===== src/rtl/ifu_fetch_if.sv =====
// rtl/ifu_fetch_if.sv - fetch unit bus bundle: redirect, AXI4-Lite AR/R, IDU handoff, trace
interface ifu_fetch_if #(
  parameter int XLEN = 32
);
  logic            pc_redirect_valid;
  logic [XLEN-1:0] pc_redirect;
  logic            arvalid;
  logic [XLEN-1:0] araddr;
  logic            arready;
  logic            rvalid;
  logic [XLEN-1:0] rdata;
  logic [1:0]      rresp;
  logic            rready;
  logic            out_valid;
  logic            out_ready;
  logic [XLEN-1:0] out_pc;
  logic [XLEN-1:0] out_inst;
  logic            out_fault;
  logic            trace_valid;
  logic [XLEN-1:0] trace_addr;
  logic [XLEN-1:0] trace_data;
  logic [31:0]     inst_count;

  modport master (
    input  pc_redirect_valid, pc_redirect, arready, rvalid, rdata, rresp, out_ready,
    output arvalid, araddr, rready, out_valid, out_pc, out_inst, out_fault,
           trace_valid, trace_addr, trace_data, inst_count
  );

  modport slave (
    output pc_redirect_valid, pc_redirect, arready, rvalid, rdata, rresp, out_ready,
    input  arvalid, araddr, rready, out_valid, out_pc, out_inst, out_fault,
           trace_valid, trace_addr, trace_data, inst_count
  );
endinterface


===== src/rtl/ifu_fetch.sv =====
// rtl/ifu_fetch.sv - multi-cycle instruction fetch: one AXI4-Lite read per PC, handoff to IDU
module ifu_fetch #(
  parameter int              XLEN     = 32,
  parameter logic [XLEN-1:0] RESET_PC = 32'h8000_0000
) (
  input  logic        clock,
  input  logic        reset,
  ifu_fetch_if.master bus
);
  typedef enum logic [2:0] {IDLE, AR, R, OUT, WAIT_PC} state_t;

  state_t          state, state_n;
  logic [XLEN-1:0] pc, pc_n;
  logic [XLEN-1:0] inst, inst_n;
  logic            arvalid, arvalid_n;
  logic            rready, rready_n;
  logic            out_valid, out_valid_n;
  logic            fault, fault_n;
  logic            trace_valid, trace_valid_n;
  logic [31:0]     inst_count, inst_count_n;
  logic            launch;
  logic [XLEN-1:0] launch_pc;

  always_comb begin
    state_n       = state;
    pc_n          = pc;
    inst_n        = inst;
    arvalid_n     = arvalid;
    rready_n      = rready;
    out_valid_n   = out_valid;
    fault_n       = fault;
    trace_valid_n = 1'b0;
    inst_count_n  = inst_count;
    launch        = 1'b0;
    launch_pc     = pc;

    case (state)
      IDLE: launch = 1'b1;
      AR: begin
        if (bus.arready) begin
          arvalid_n = 1'b0;
          rready_n  = 1'b1;
          state_n   = R;
        end
      end
      R: begin
        if (bus.rvalid) begin
          inst_n        = bus.rdata;
          fault_n       = (bus.rresp != 2'b00);
          trace_valid_n = (bus.rresp == 2'b00);
          rready_n      = 1'b0;
          out_valid_n   = 1'b1;
          state_n       = OUT;
        end
      end
      OUT: begin
        if (bus.out_ready) begin
          out_valid_n  = 1'b0;
          inst_count_n = inst_count + 32'd1;
          if (bus.pc_redirect_valid) begin
            launch    = 1'b1;
            launch_pc = bus.pc_redirect;
          end else begin
            state_n = WAIT_PC;
          end
        end
      end
      WAIT_PC: begin
        if (bus.pc_redirect_valid) begin
          launch    = 1'b1;
          launch_pc = bus.pc_redirect;
        end
      end
      default: state_n = IDLE;
    endcase

    // A misaligned PC never reaches the bus; it is reported as a faulted fetch.
    if (launch) begin
      pc_n = launch_pc;
      if (launch_pc[1:0] != 2'b00) begin
        state_n     = OUT;
        out_valid_n = 1'b1;
        fault_n     = 1'b1;
        inst_n      = '0;
      end else begin
        state_n   = AR;
        arvalid_n = 1'b1;
      end
    end
  end

  always_ff @(posedge clock or posedge reset) begin
    if (reset) begin
      state       <= IDLE;
      pc          <= RESET_PC;
      inst        <= '0;
      arvalid     <= 1'b0;
      rready      <= 1'b0;
      out_valid   <= 1'b0;
      fault       <= 1'b0;
      trace_valid <= 1'b0;
      inst_count  <= 32'd0;
    end else begin
      state       <= state_n;
      pc          <= pc_n;
      inst        <= inst_n;
      arvalid     <= arvalid_n;
      rready      <= rready_n;
      out_valid   <= out_valid_n;
      fault       <= fault_n;
      trace_valid <= trace_valid_n;
      inst_count  <= inst_count_n;
    end
  end

  assign bus.arvalid     = arvalid;
  assign bus.araddr      = pc;
  assign bus.rready      = rready;
  assign bus.out_valid   = out_valid;
  assign bus.out_pc      = pc;
  assign bus.out_inst    = inst;
  assign bus.out_fault   = fault;
  assign bus.trace_valid = trace_valid;
  assign bus.trace_addr  = pc;
  assign bus.trace_data  = inst;
  assign bus.inst_count  = inst_count;
endmodule


===== src/flat_wrapper.sv =====
// flat-port wrapper written by rule: the top's interface ports become plain ports
module ifu_fetch_flat 
#(
  parameter int              XLEN     = 32,
  parameter logic [XLEN-1:0] RESET_PC = 32'h8000_0000
)
  (clock, reset, bus_pc_redirect_valid, bus_pc_redirect, bus_arready, bus_rvalid, bus_rdata, bus_rresp, bus_out_ready, bus_arvalid, bus_araddr, bus_rready, bus_out_valid, bus_out_pc, bus_out_inst, bus_out_fault, bus_trace_valid, bus_trace_addr, bus_trace_data, bus_inst_count);
  ifu_fetch_if #(.XLEN(XLEN)) bus_i ();
  input  logic clock;
  input  logic reset;
  input wire logic [$bits(bus_i.pc_redirect_valid)-1:0] bus_pc_redirect_valid;
  input wire logic [$bits(bus_i.pc_redirect)-1:0] bus_pc_redirect;
  input wire logic [$bits(bus_i.arready)-1:0] bus_arready;
  input wire logic [$bits(bus_i.rvalid)-1:0] bus_rvalid;
  input wire logic [$bits(bus_i.rdata)-1:0] bus_rdata;
  input wire logic [$bits(bus_i.rresp)-1:0] bus_rresp;
  input wire logic [$bits(bus_i.out_ready)-1:0] bus_out_ready;
  output wire logic [$bits(bus_i.arvalid)-1:0] bus_arvalid;
  output wire logic [$bits(bus_i.araddr)-1:0] bus_araddr;
  output wire logic [$bits(bus_i.rready)-1:0] bus_rready;
  output wire logic [$bits(bus_i.out_valid)-1:0] bus_out_valid;
  output wire logic [$bits(bus_i.out_pc)-1:0] bus_out_pc;
  output wire logic [$bits(bus_i.out_inst)-1:0] bus_out_inst;
  output wire logic [$bits(bus_i.out_fault)-1:0] bus_out_fault;
  output wire logic [$bits(bus_i.trace_valid)-1:0] bus_trace_valid;
  output wire logic [$bits(bus_i.trace_addr)-1:0] bus_trace_addr;
  output wire logic [$bits(bus_i.trace_data)-1:0] bus_trace_data;
  output wire logic [$bits(bus_i.inst_count)-1:0] bus_inst_count;
  assign bus_i.pc_redirect_valid = bus_pc_redirect_valid;
  assign bus_i.pc_redirect = bus_pc_redirect;
  assign bus_i.arready = bus_arready;
  assign bus_i.rvalid = bus_rvalid;
  assign bus_i.rdata = bus_rdata;
  assign bus_i.rresp = bus_rresp;
  assign bus_i.out_ready = bus_out_ready;
  assign bus_arvalid = bus_i.arvalid;
  assign bus_araddr = bus_i.araddr;
  assign bus_rready = bus_i.rready;
  assign bus_out_valid = bus_i.out_valid;
  assign bus_out_pc = bus_i.out_pc;
  assign bus_out_inst = bus_i.out_inst;
  assign bus_out_fault = bus_i.out_fault;
  assign bus_trace_valid = bus_i.trace_valid;
  assign bus_trace_addr = bus_i.trace_addr;
  assign bus_trace_data = bus_i.trace_data;
  assign bus_inst_count = bus_i.inst_count;
  ifu_fetch #(.XLEN(XLEN), .RESET_PC(RESET_PC)) u_core (.clock(clock), .reset(reset), .bus(bus_i));
endmodule

===== config.mk =====
export PLATFORM = sky130hd
export DESIGN_NAME = ifu_fetch_flat
export DESIGN_NICKNAME = d
export VERILOG_FILES = /design/src/rtl/ifu_fetch_if.sv /design/src/rtl/ifu_fetch.sv /design/src/flat_wrapper.sv
export SDC_FILE = /design/constraint.sdc
export NUM_CORES = 1
export LEC_CHECK = 0
export CELL_PAD_IN_SITES_DETAIL_PLACEMENT = 0
export CELL_PAD_IN_SITES_GLOBAL_PLACEMENT = 2
export CORE_MARGIN = 5
export CORE_UTILIZATION = 25
export DETAILED_ROUTE_END_ITERATION = 7
export GPL_TIMING_DRIVEN = 0
export PLACE_DENSITY = 0.93
export SLEW_MARGIN = 20
export SYNTH_ARGS = -nofsm -noshare
export SYNTH_HDL_FRONTEND = slang
export SYNTH_SLANG_ARGS = --single-unit

===== constraint.sdc =====
create_clock -name clock -period 10.55 [get_ports clock]
set_input_delay 3.165 -clock clock [delete_from_list [all_inputs] [get_ports clock]]
set_output_delay 3.165 -clock clock [all_outputs]
set_load 0.02 [all_outputs]

Yosys cells after proc, flatten, opt, wreduce, memory -nomap -nowiden
Index checks and enable logic that the tools add are counted.
{"block": "word_totals", "output_inout_bits": 197, "inputBits": 72, "reg_bits": 104, "elab_cells": 69}
{"block": "op_classes", "reduce_logical": 11, "eq_ne": 12, "n_mux": 35, "add_sub_neg": 1}
{"op": "32-bit 2-to-1 mux", "count": 6}
{"op": "32-bit one-hot mux with 2 select lines", "count": 1}
{"op": "32-bit by 1-bit adder with 32-bit output (second input constant)", "count": 1}
{"op": "1-bit 2-to-1 mux", "count": 18}
{"op": "3-bit 2-to-1 mux", "count": 5}
{"op": "3-bit by 2-bit != test with 1-bit output (second input constant)", "count": 4}
{"op": "3-bit one-hot mux with 4 select lines", "count": 1}
{"op": "2-bit nonzero test", "count": 4}
{"op": "3-bit by 2-bit equality test with 1-bit output (second input constant)", "count": 2}
{"op": "2-bit != test (second input constant)", "count": 3}
{"op": "3-bit AND reduction", "count": 2}
{"op": "5-bit AND reduction", "count": 1}
{"op": "1-bit one-hot mux with 2 select lines", "count": 2}
{"op": "3-bit by 1-bit equality test with 1-bit output (second input constant)", "count": 1}
{"op": "3-bit equality test (second input constant)", "count": 1}
{"op": "3-bit logical NOT", "count": 1}
{"op": "1-bit one-hot mux with 3 select lines", "count": 1}
{"op": "2-bit logical NOT", "count": 1}
{"op": "2-bit 2-to-1 mux", "count": 1}
{"op": "2-bit by 1-bit != test with 1-bit output (second input constant)", "count": 1}
{"op": "2-bit AND reduction", "count": 1}
{"op": "2-bit OR reduction", "count": 1}

Logic depth before layout (Yosys ltp)
Gate-level depths: netlist (run 1).
{"block": "depth", "ltp_word": 6, "depth_mapped": 7, "ltp_nobuf": 5}

Worst setup path after synthesis (run 1)
Ideal clock, no wire load.
{"block": "synth_path", "path_type": "in2reg", "start": "input port bus_out_ready", "end": "register u_core.inst[10], in the netlist u_core.bus.out_inst[10]", "cell_stages": 6, "t_required_ns": 10.431, "arrival_time_ns": 4.479, "n_path_buf": 2, "path_slack_ns": 5.951, "setup_time_ns": 0.119, "path_cell_list": "nand4b_1 > a21bo_1 > buf_6 > a221oi_4 > buf_6 > a21oi_2"}
{"block": "synth_between", "elab_chain_len": 5, "word_cells_on_any_way": 7, "classes_between": "mux: 6; reduce/logical: 1"}
{"element": "start: declaration", "line": "flat_wrapper.sv:17", "rtl": "input wire logic [$bits(bus_i.out_ready)-1:0] bus_out_ready;"}
{"element": "32-bit 2-to-1 mux", "line": "ifu_fetch.sv:57", "rtl": "if (bus.out_ready) begin"}
{"element": "32-bit one-hot mux with 2 select lines", "line": "ifu_fetch.sv:37", "rtl": "case (state)"}
{"element": "2-bit nonzero test", "line": "ifu_fetch.sv:80", "rtl": "if (launch_pc[1:0] != 2'b00) begin"}
{"element": "32-bit 2-to-1 mux", "line": "ifu_fetch.sv:80"}
{"element": "32-bit 2-to-1 mux (*)", "line": "ifu_fetch.sv:78", "rtl": "if (launch) begin"}
{"element": "via u_core.inst_n[10]", "line": "ifu_fetch.sv:14", "rtl": "logic [XLEN-1:0] inst, inst_n;"}
{"element": "end signal: assignment", "line": "ifu_fetch.sv:106", "rtl": "inst <= inst_n;"}
{"element": "end: declaration", "line": "ifu_fetch.sv:14"}
The timed path passes the listed nets; every way through them passes the cells marked *. The select of a mux whose other input is x is not followed.
A chain may end at the register's enable or synchronous reset.

Worst setup path in the final report (run 1)
{"block": "layout_path", "start": "input port bus_out_ready", "end": "register u_core.inst_count[29], in the netlist u_core.bus.inst_count[29]"}
{"block": "layout_between", "elab_chain_len": 1}
{"element": "2-bit AND reduction (no source line)"}
{"element": "end signal: assignment", "line": "ifu_fetch.sv:112", "rtl": "inst_count <= inst_count_n;"}
{"element": "end: declaration", "line": "ifu_fetch.sv:20", "rtl": "logic [31:0] inst_count, inst_count_n;"}
Every way passes these cells.

==> results by group, run 1 <==
Status
  • Status: finished clean

Routing
  • Per-cell routed wire length: 14.8 um
  • Final ANT Viol Nets: 0
  • 1st-pass router iterations: 4
  • Drt via density: 4.06
  • Initial DRC count: 98
  • Vias: 4,177
  • DRC errors left: 0
  • Final WL: 15.2 mm

Placed design
  • Placer congestion estimate: 0.745
  • Dpl ws: 4.72 ns
  • HPWL Detailed: 11.7 mm
  • PortBufs: 268

STA
  • Worst-Margin Slew: 0.719 ns
  • Slew Limit Headroom: 51.6%
  • Minimum clock period: 5.41 ns
  • Count of final hold-check violations: 0
  • Final setup margin: 5.14 ns
  • Final Max Slew Viols: 0
  • Setup tns final: 0 ns
  • F_max: 0.185 GHz
  • Final Skew: 0.0124 ns
  • Final worst path period share: 51.2%
  • RSZ-0062 raised after global routing: false
  • Setup violations, final: 0

Setup path
  • CP Class: input pin to flop
  • Crit path DAT: 5.64 ns
  • CP max stage cell: nor4_1
  • R2r startpoint: u_core.state[2]$_DFFE_PP0P_
  • Worst setup SP type: input pin
  • Worst Path Max Fanout: 10
  • CP max stage delay: 0.81 ns
  • CP endpoint kind: flop
  • Crit path cell chain: clkdlybuf4s50_1, nand4b_1, nor4_1, buf_2, nand4_1, xnor2_1
  • Crit path required time: 10.79 ns
  • Critical path origin: bus_out_ready

Yosys
  • Seq/Total Area, Yosys: 50.5%
  • Async S/R FF share, synth: 100%
  • Post-Synthesis Cells: 473
  • Synth Cell Area: 5160 um2
  • Yosys cell types: 38
  • Post-synth EDFFs: 0
  • Syn. warnings: 0
  • Syn Nets: 546
  • Primary FF master, synth: dfrtp_1
  • Flops & latches, synth: 104
  • Syn avg cell area: 10.9 um2

Global routing
  • Gr busiest metal: met2
  • Initial antenna violation count: 0
  • Grt total ovfl: 0
  • Met1 global-route usage: 16.0%
  • Largest net degree at the start of global routing: 57
  • Met2 Usage GRT: 20.6%
  • Number of global-route vias before repair: 4,235
  • GRT Util Overall: 12.4%
  • Global-route wire length before repair: 23.9 mm
  • Met3 usage: 3.26%

Clock network
  • Sink Count: 104
  • Root buffer cell: clkbuf_16
  • CTS clk-pin slew, worst paths: 0.08 ns
  • Insertion delay to the later sink of the worst-skew pair: 0.34 ns
  • CTS tree: done
  • TritonCTS Buffers: 9
  • Hold Buf Count CTS: 0
  • Setup bufs post-CTS: 0
  • Clock tree buffer depth: 2
  • CTS resizes: 0
  • H-tree lvl count: 3

Power and ir drop
  • Leakage: 0.00361 uW
  • VDD IR max: 0.127 mV
  • Power per Cell Area: 318 nW/um2

Die
  • Die Area: 23,600 um2
  • Core ar.: 20,300 um2
  • Die Wd: 154 um
  • # IOs: 269
  • Number of core rows: 52
  • Initial core utilization: 25.4%
  • Die height: 154 um

Final layout
  • FILL cells: 2,019
  • Layout cells sized above 1: 25.1%
  • Sequential standard cell area: 2600 um2
  • Multi-input logic area: 1690 um2
  • ANT cells: 0
  • Synth-to-Final Area Change: 65.6%
  • Fin nets: 826

Min path
  • Hold_sp: u_core.bus.inst_count[31]$_DFFE_PP0P_
  • Min-Delay Path Class: flop to flop

Run
  • Max_cap viols: 0
cell type report:
type	instances	share of cell area, %
Timing Repair Buffer	269	31.7
Sequential cell	104	30.5
Multi-Input combinational cell	247	19.8
Buffer	116	9.83
Tap cell	270	3.96
Clock buffer	13	3.28
Clock inverter	3	0.557
Inverter	6	0.322
Yosys cell counts (2+ instances only):
| master | count | area (um2) |
|---|---|---|
| or2_2 | 2 | 12.5 |
| xor2_1 | 3 | 26.3 |
| and3_1 | 6 | 37.5 |
| o21ai_0 | 3 | 15.0 |
| nor2_1 | 5 | 18.8 |
| buf_2 | 5 | 25.0 |
| a22oi_1 | 2 | 15.0 |
| nand4_1 | 13 | 81.3 |
| dfrtp_1 | 103 | 2580 |
| buf_4 | 96 | 721 |
| clkbuf_1 | 10 | 37.5 |
| and4_1 | 4 | 35.0 |
| nand3_1 | 14 | 70.1 |
| nand2_1 | 77 | 289 |
| mux2_2 | 32 | 360 |
| xnor2_1 | 28 | 245 |
| nor3b_1 | 2 | 15.0 |
| nor3_1 | 2 | 10.0 |
| a21oi_1 | 6 | 30.0 |
| buf_6 | 5 | 56.3 |
| nor4_1 | 4 | 25.0 |
| inv_1 | 6 | 22.5 |
| a21oi_2 | 30 | 263 |
cell usage in the layout (no fill, tap or decap), types with 4 or more instances in the layout:
cell	Yosys	final
dfrtp_1	103	103
nand4_1	13	13
clkdlybuf4s50_1	0	268
nor4_1	4	4
and4_1	4	4
buf_2	5	5
mux2_2	32	32
clkbuf_8	0	4
clkbuf_16	0	9
buf_4	96	96
clkbuf_1	10	10
inv_1	6	5
nand3_1	14	14
a21oi_2	30	30
nor2_1	5	5
a21oi_1	6	6
buf_6	5	5
nand2_1	77	77
xnor2_1	28	28
and3_1	6	6
metrics by stage:
step                total power [uW]  hold slack, ns  instance area [um2]  instances  util (%)
floorplan                       1620           0.522                 5160        473         -
CTS                             2770           0.477                 8540       1028      42.1
finish                          2720           0.480                 8540       1028      42.1
global route                    2880           0.522                 8540       1028      42.1
detailed placement              2390           0.466                 8210       1012      40.4
global placement                2380           0.462                 8180       1011      40.3
cells by family after synthesis:
| family | Yosys count | synth area share (%) |
|---|---|---|
| AND/OR/NAND/NOR | 135 | 12.5 |
| buffers and inverters | 122 | 16.7 |
| flip-flops | 104 | 50.5 |
| AO/OA/AOI/OAI | 47 | 7.62 |
| multiplexers | 33 | 7.18 |
| XOR/XNOR | 31 | 5.27 |
| adder cells (fa/ha/maj) | 1 | 0.243 |
metal layers:
layer	part of all wire, %	vias up
met3	7.5	9
met5	0	-
met4	1.2	0
li1	-	2048
met2	47	166
met1	44	1954
registers in the layout, indices dropped and copies added (netlist names):
register / count
u_core.bus.inst_count: 32
u_core.bus.out_valid: 1
u_core.bus.arvalid: 1
u_core.bus.rready: 1
u_core.bus.araddr: 32
u_core.bus.out_fault: 1
u_core.state: 3
u_core.bus.out_inst: 32
u_core.bus.trace_valid: 1
final timing paths:
kind                                                         endpoint  slack (ns)  depth (start not counted)
worst max-delay path            u_core.bus.inst_count[29]$_DFFE_PP0P_        5.14                          6
worst min-delay path            u_core.bus.inst_count[31]$_DFFE_PP0P_        0.48                          1
worst max register to register  u_core.bus.inst_count[29]$_DFFE_PP0P_        7.98                          5
worst min register to register  u_core.bus.inst_count[31]$_DFFE_PP0P_        0.48                          1
max in group asynchronous           u_core.bus.araddr[31]$_DFFE_PP1P_        6.61                          3
min in group asynchronous           u_core.bus.out_inst[23]$_DFF_PP0_        3.23                          2
critical path, delay by kind of cell:
family,cells,cell delay (ns)
XOR/XNOR,1,0.16
AND/OR/NAND/NOR,3,1.43
buffers and inverters,2,0.89
power breakdown:
part | total, uW | internal (uW) | switching [uW]
Sequential | 676 | 542 | 134
Combinational | 1680 | 911 | 770
Clock | 360 | 211 | 149
Total | 2720 | 1660 | 1050
No activity file was read; power rests on OpenSTA's default activity.
==> run 2, diff against run 1 <==
--- a/config.mk
+++ b/config.mk
@@ -8,10 +8,10 @@
 export CELL_PAD_IN_SITES_DETAIL_PLACEMENT = 0
 export CELL_PAD_IN_SITES_GLOBAL_PLACEMENT = 2
 export CORE_MARGIN = 5
-export CORE_UTILIZATION = 25
+export CORE_UTILIZATION = 23
 export DETAILED_ROUTE_END_ITERATION = 7
 export GPL_TIMING_DRIVEN = 0
-export PLACE_DENSITY = 0.93
+export PLACE_DENSITY = 0.87
 export SLEW_MARGIN = 20
 export SYNTH_ARGS = -nofsm -noshare
 export SYNTH_HDL_FRONTEND = slang
==> constraint.sdc (replaced) <==
create_clock -name clock -period 5.1 [get_ports clock]
set_input_delay 1.53 -clock clock [delete_from_list [all_inputs] [get_ports clock]]
set_output_delay 1.53 -clock clock [all_outputs]
set_load 0.02 [all_outputs]
==> run 2 against run 1 <==
Compared with the run above: clock skew increased by 0.0019 ns; wire length increased by 2.5%; sequential cell count unchanged; cell count increased by 0.97%; via count increased by 1.3%; critical endpoint is now u_core.bus.inst_count[18]$_DFFE_PP0P_; clock power increased by 97%; global-route usage decreased by 0.58 points; first-iteration DRC count decreased by 2.0%; sequential share of layout area about the same.
==> results by group, run 2 (same netlist as run 1, synthesis figures left out) <==
Final layout
  • Fin nets: 826 (unchanged)
  • Design Area, Final: 8520 um2 (-0.16%)
  • Commonest non-fill, non-tap cells in the layout: clkdlybuf4s50_1, dfrtp_1, buf_4
  • ANT cells: 0 (unchanged)
  • Synth-to-Final Area Change: 65.3%
  • Commonest non-fill, non-tap cell in the layout: clkdlybuf4s50_1
  • Layout cells sized above 1: 25.1% (unchanged)

Power and ir drop
  • Tot Pwr: 5600 uW (+110%)
  • Clock share of power: 12.6% (-0.7 points)
  • Switching share of power: 39.9% (+1.2 points)
  • Leakage: 0.00360 uW (-0.41%)
  • Pint: 3360 uW (+100%)
  • Power per Cell Area: 657 nW/um2 (+110%)
  • Switching power: 2240 uW (+110%)
  • Comb power frac: 62.1% (+0.2 points)
  • Reg power frac: 25.3% (+0.4 points)
  • VDD IR max: 0.248 mV (+96%)

Global routing
  • Initial antenna violation count: 0 (unchanged)
  • Global-route wire length before repair: 24.6 mm (+2.8%)
  • Largest net degree at the start of global routing: 55 (-3.5%)
  • Grt total ovfl: 0 (unchanged)
  • GRT Util Overall: 11.9% (-0.58 points)
  • Number of global-route vias before repair: 4,399 (+3.9%)

STA
  • Slew Limit Headroom: 55.4% (+3.8 points)
  • Hold_ws: 0.471 ns (-0.00947 ns)
  • F_max: 0.271 GHz
  • Worst-Margin Slew: 0.663 ns (-0.0558 ns)
  • Final Skew: 0.0143 ns (+0.00193 ns)
  • Final worst path period share: 72.3%
  • RSZ-0062 raised after global routing: false
  • Count of final hold-check violations: 0 (unchanged)
  • Final Max Slew Viols: 0 (unchanged)
  • Minimum clock period: 3.69 ns
  • Setup violations, final: 0 (unchanged)
  • Final setup margin: 1.41 ns (-3.73 ns)
  • Setup tns final: 0 ns (unchanged)

Clock network
  • H-tree lvl count: 3 (unchanged)
  • TritonCTS Buffers: 9 (unchanged)
  • Insertion delay to the later sink of the worst-skew pair: 0.35 ns (about the same)
  • CTS clk-pin slew, worst paths: 0.08 ns (about the same)
  • Sink Count: 104 (unchanged)
  • CTS resizes: 0 (unchanged)
  • Hold Buf Count CTS: 0 (unchanged)
  • CTS tree: done
  • Root buffer cell: clkbuf_16
  • Clock tree buffer depth: 2 (unchanged)
  • Setup bufs post-CTS: 0 (unchanged)

Placed design
  • Placer congestion estimate: 0.708 (-4.9%)
  • Dpl ws: 0.907 ns (-3.82 ns)
  • HPWL Detailed: 11.9 mm (+1.1%)
  • PortBufs: 268 (unchanged)
  • Dpl cell area: 8220 um2 (+0.15%)

Die
  • Initial core utilization: 23.5% (-1.9 points)
  • Die Wd: 160 um (+4.0%)
  • Core ar.: 22,000 um2 (+8.2%)
  • Die height: 160 um (+4.0%)
  • Die Area: 25,500 um2 (+8.1%)
  • # IOs: 269 (unchanged)
  • Number of core rows: 54 (+3.8%)

Routing
  • Final ANT Viol Nets: 0 (unchanged)
  • Final WL: 15.5 mm (+2.5%)
  • Per-cell routed wire length: 15.0 um (+1.5%)
  • Drt via density: 4.08 (+0.29%)
  • DRC errors left: 0 (unchanged)
  • 1st-pass router iterations: 4 (unchanged)
  • Vias: 4,230 (+1.3%)
  • Initial DRC count: 96 (-2.0%)

Setup path
  • Worst Path Max Fanout: 10 (unchanged)
  • R2R Setup Slk: 2.60 ns (-5.38 ns)
  • Worst reg2reg path depth: 5 (unchanged)
  • CP Class: input pin to flop
  • Worst setup SP type: input pin
  • Reg-to-Reg End: u_core.bus.inst_count[18]$_DFFE_PP0P_
  • Crit path required time: 5.34 ns (-5.45 ns)
  • Worst setup endpoint: u_core.bus.inst_count[18]$_DFFE_PP0P_
  • CP endpoint kind: flop
  • R2r startpoint: u_core.state[2]$_DFFE_PP0P_
  • Crit path DAT: 3.92 ns (-1.72 ns)
  • Critical path origin: bus_out_ready

Min path
  • Min-Delay Path Class: flop to flop

Run
  • Max_cap viols: 0 (unchanged)

Status
  • Status: finished clean
[run 2: changes by cell type in the layout (fill, tap and decap cells not counted), sizes merged]
cell	delta
clkinvlp	+1
bufinv	-1
inv	+3
clkbuf	-3
[run 2: area by class of cell]
type / instances / area, um2
fillers: 2163 / 13400
repair buffers: 269 / 2710
flip-flops and latches: 104 / 2600
multi-input cells: 247 / 1690
plain buffers: 116 / 840
well taps: 280 / 350
clock buffers: 10 / 239
clock inverters: 6 / 62.6
inverters: 6 / 27.5
[run 2: critical path, cell delays in order]
cell	delay, ns
clkdlybuf4s50_1	0.54
nand4b_1	0.47
nor4_1	0.76
buf_2	0.36
nand3_1	0.12
xnor2_1	0.14
[run 2: worst min-delay path by stage]
stage / depth (start not counted) / slack, ns / from / endpoint
final: 1 / 0.47 / u_core.bus.inst_count[31]$_DFFE_PP0P_ / u_core.bus.inst_count[31]$_DFFE_PP0P_
after global routing: 1 / 0.49 / u_core.bus.inst_count[31]$_DFFE_PP0P_ / u_core.bus.inst_count[31]$_DFFE_PP0P_
after CTS: 1 / 0.48 / u_core.bus.inst_count[31]$_DFFE_PP0P_ / u_core.bus.inst_count[31]$_DFFE_PP0P_
after detailed placement: 1 / 0.47 / u_core.bus.inst_count[31]$_DFFE_PP0P_ / u_core.bus.inst_count[31]$_DFFE_PP0P_
after global placement: 1 / 0.46 / u_core.bus.inst_count[31]$_DFFE_PP0P_ / u_core.bus.inst_count[31]$_DFFE_PP0P_
after floorplan: 1 / 0.52 / u_core.state[2]$_DFFE_PP0P_ / u_core.state[0]$_DFFE_PP0P_
[run 2: stage by stage]
stage / instances / util [%]
3_3_place_gp: 1021 / 37.3
6_report: 1038 / 38.8
5_1_grt: 1038 / 38.8
3_5_place_dp: 1022 / 37.4
4_1_cts: 1038 / 38.8
2_1_floorplan: 473 / -
[run 2: power by group through the flow]
stage                     logic, uW  registers [uW]  clock network (uW)
after floorplan                1640            1710                   0
after global placement         3500            1430                   0
after detailed placement       3520            1430                   0
after CTS                      3530            1430                 740
after global routing           3670            1470                 768
final                          3480            1410                 708
[run 2: layer usage]
| layer | wire [um] | vias to the layer above | global-route usage, % |
|---|---|---|---|
| met2 | 7200 | 178 | 19.5 |
| met5 | 0 | - | 0 |
| met4 | 140 | 0 | 2.56 |
| li1 | - | 2051 | - |
| met3 | 1500 | 12 | 5.67 |
| met1 | 6710 | 1989 | 14.2 |
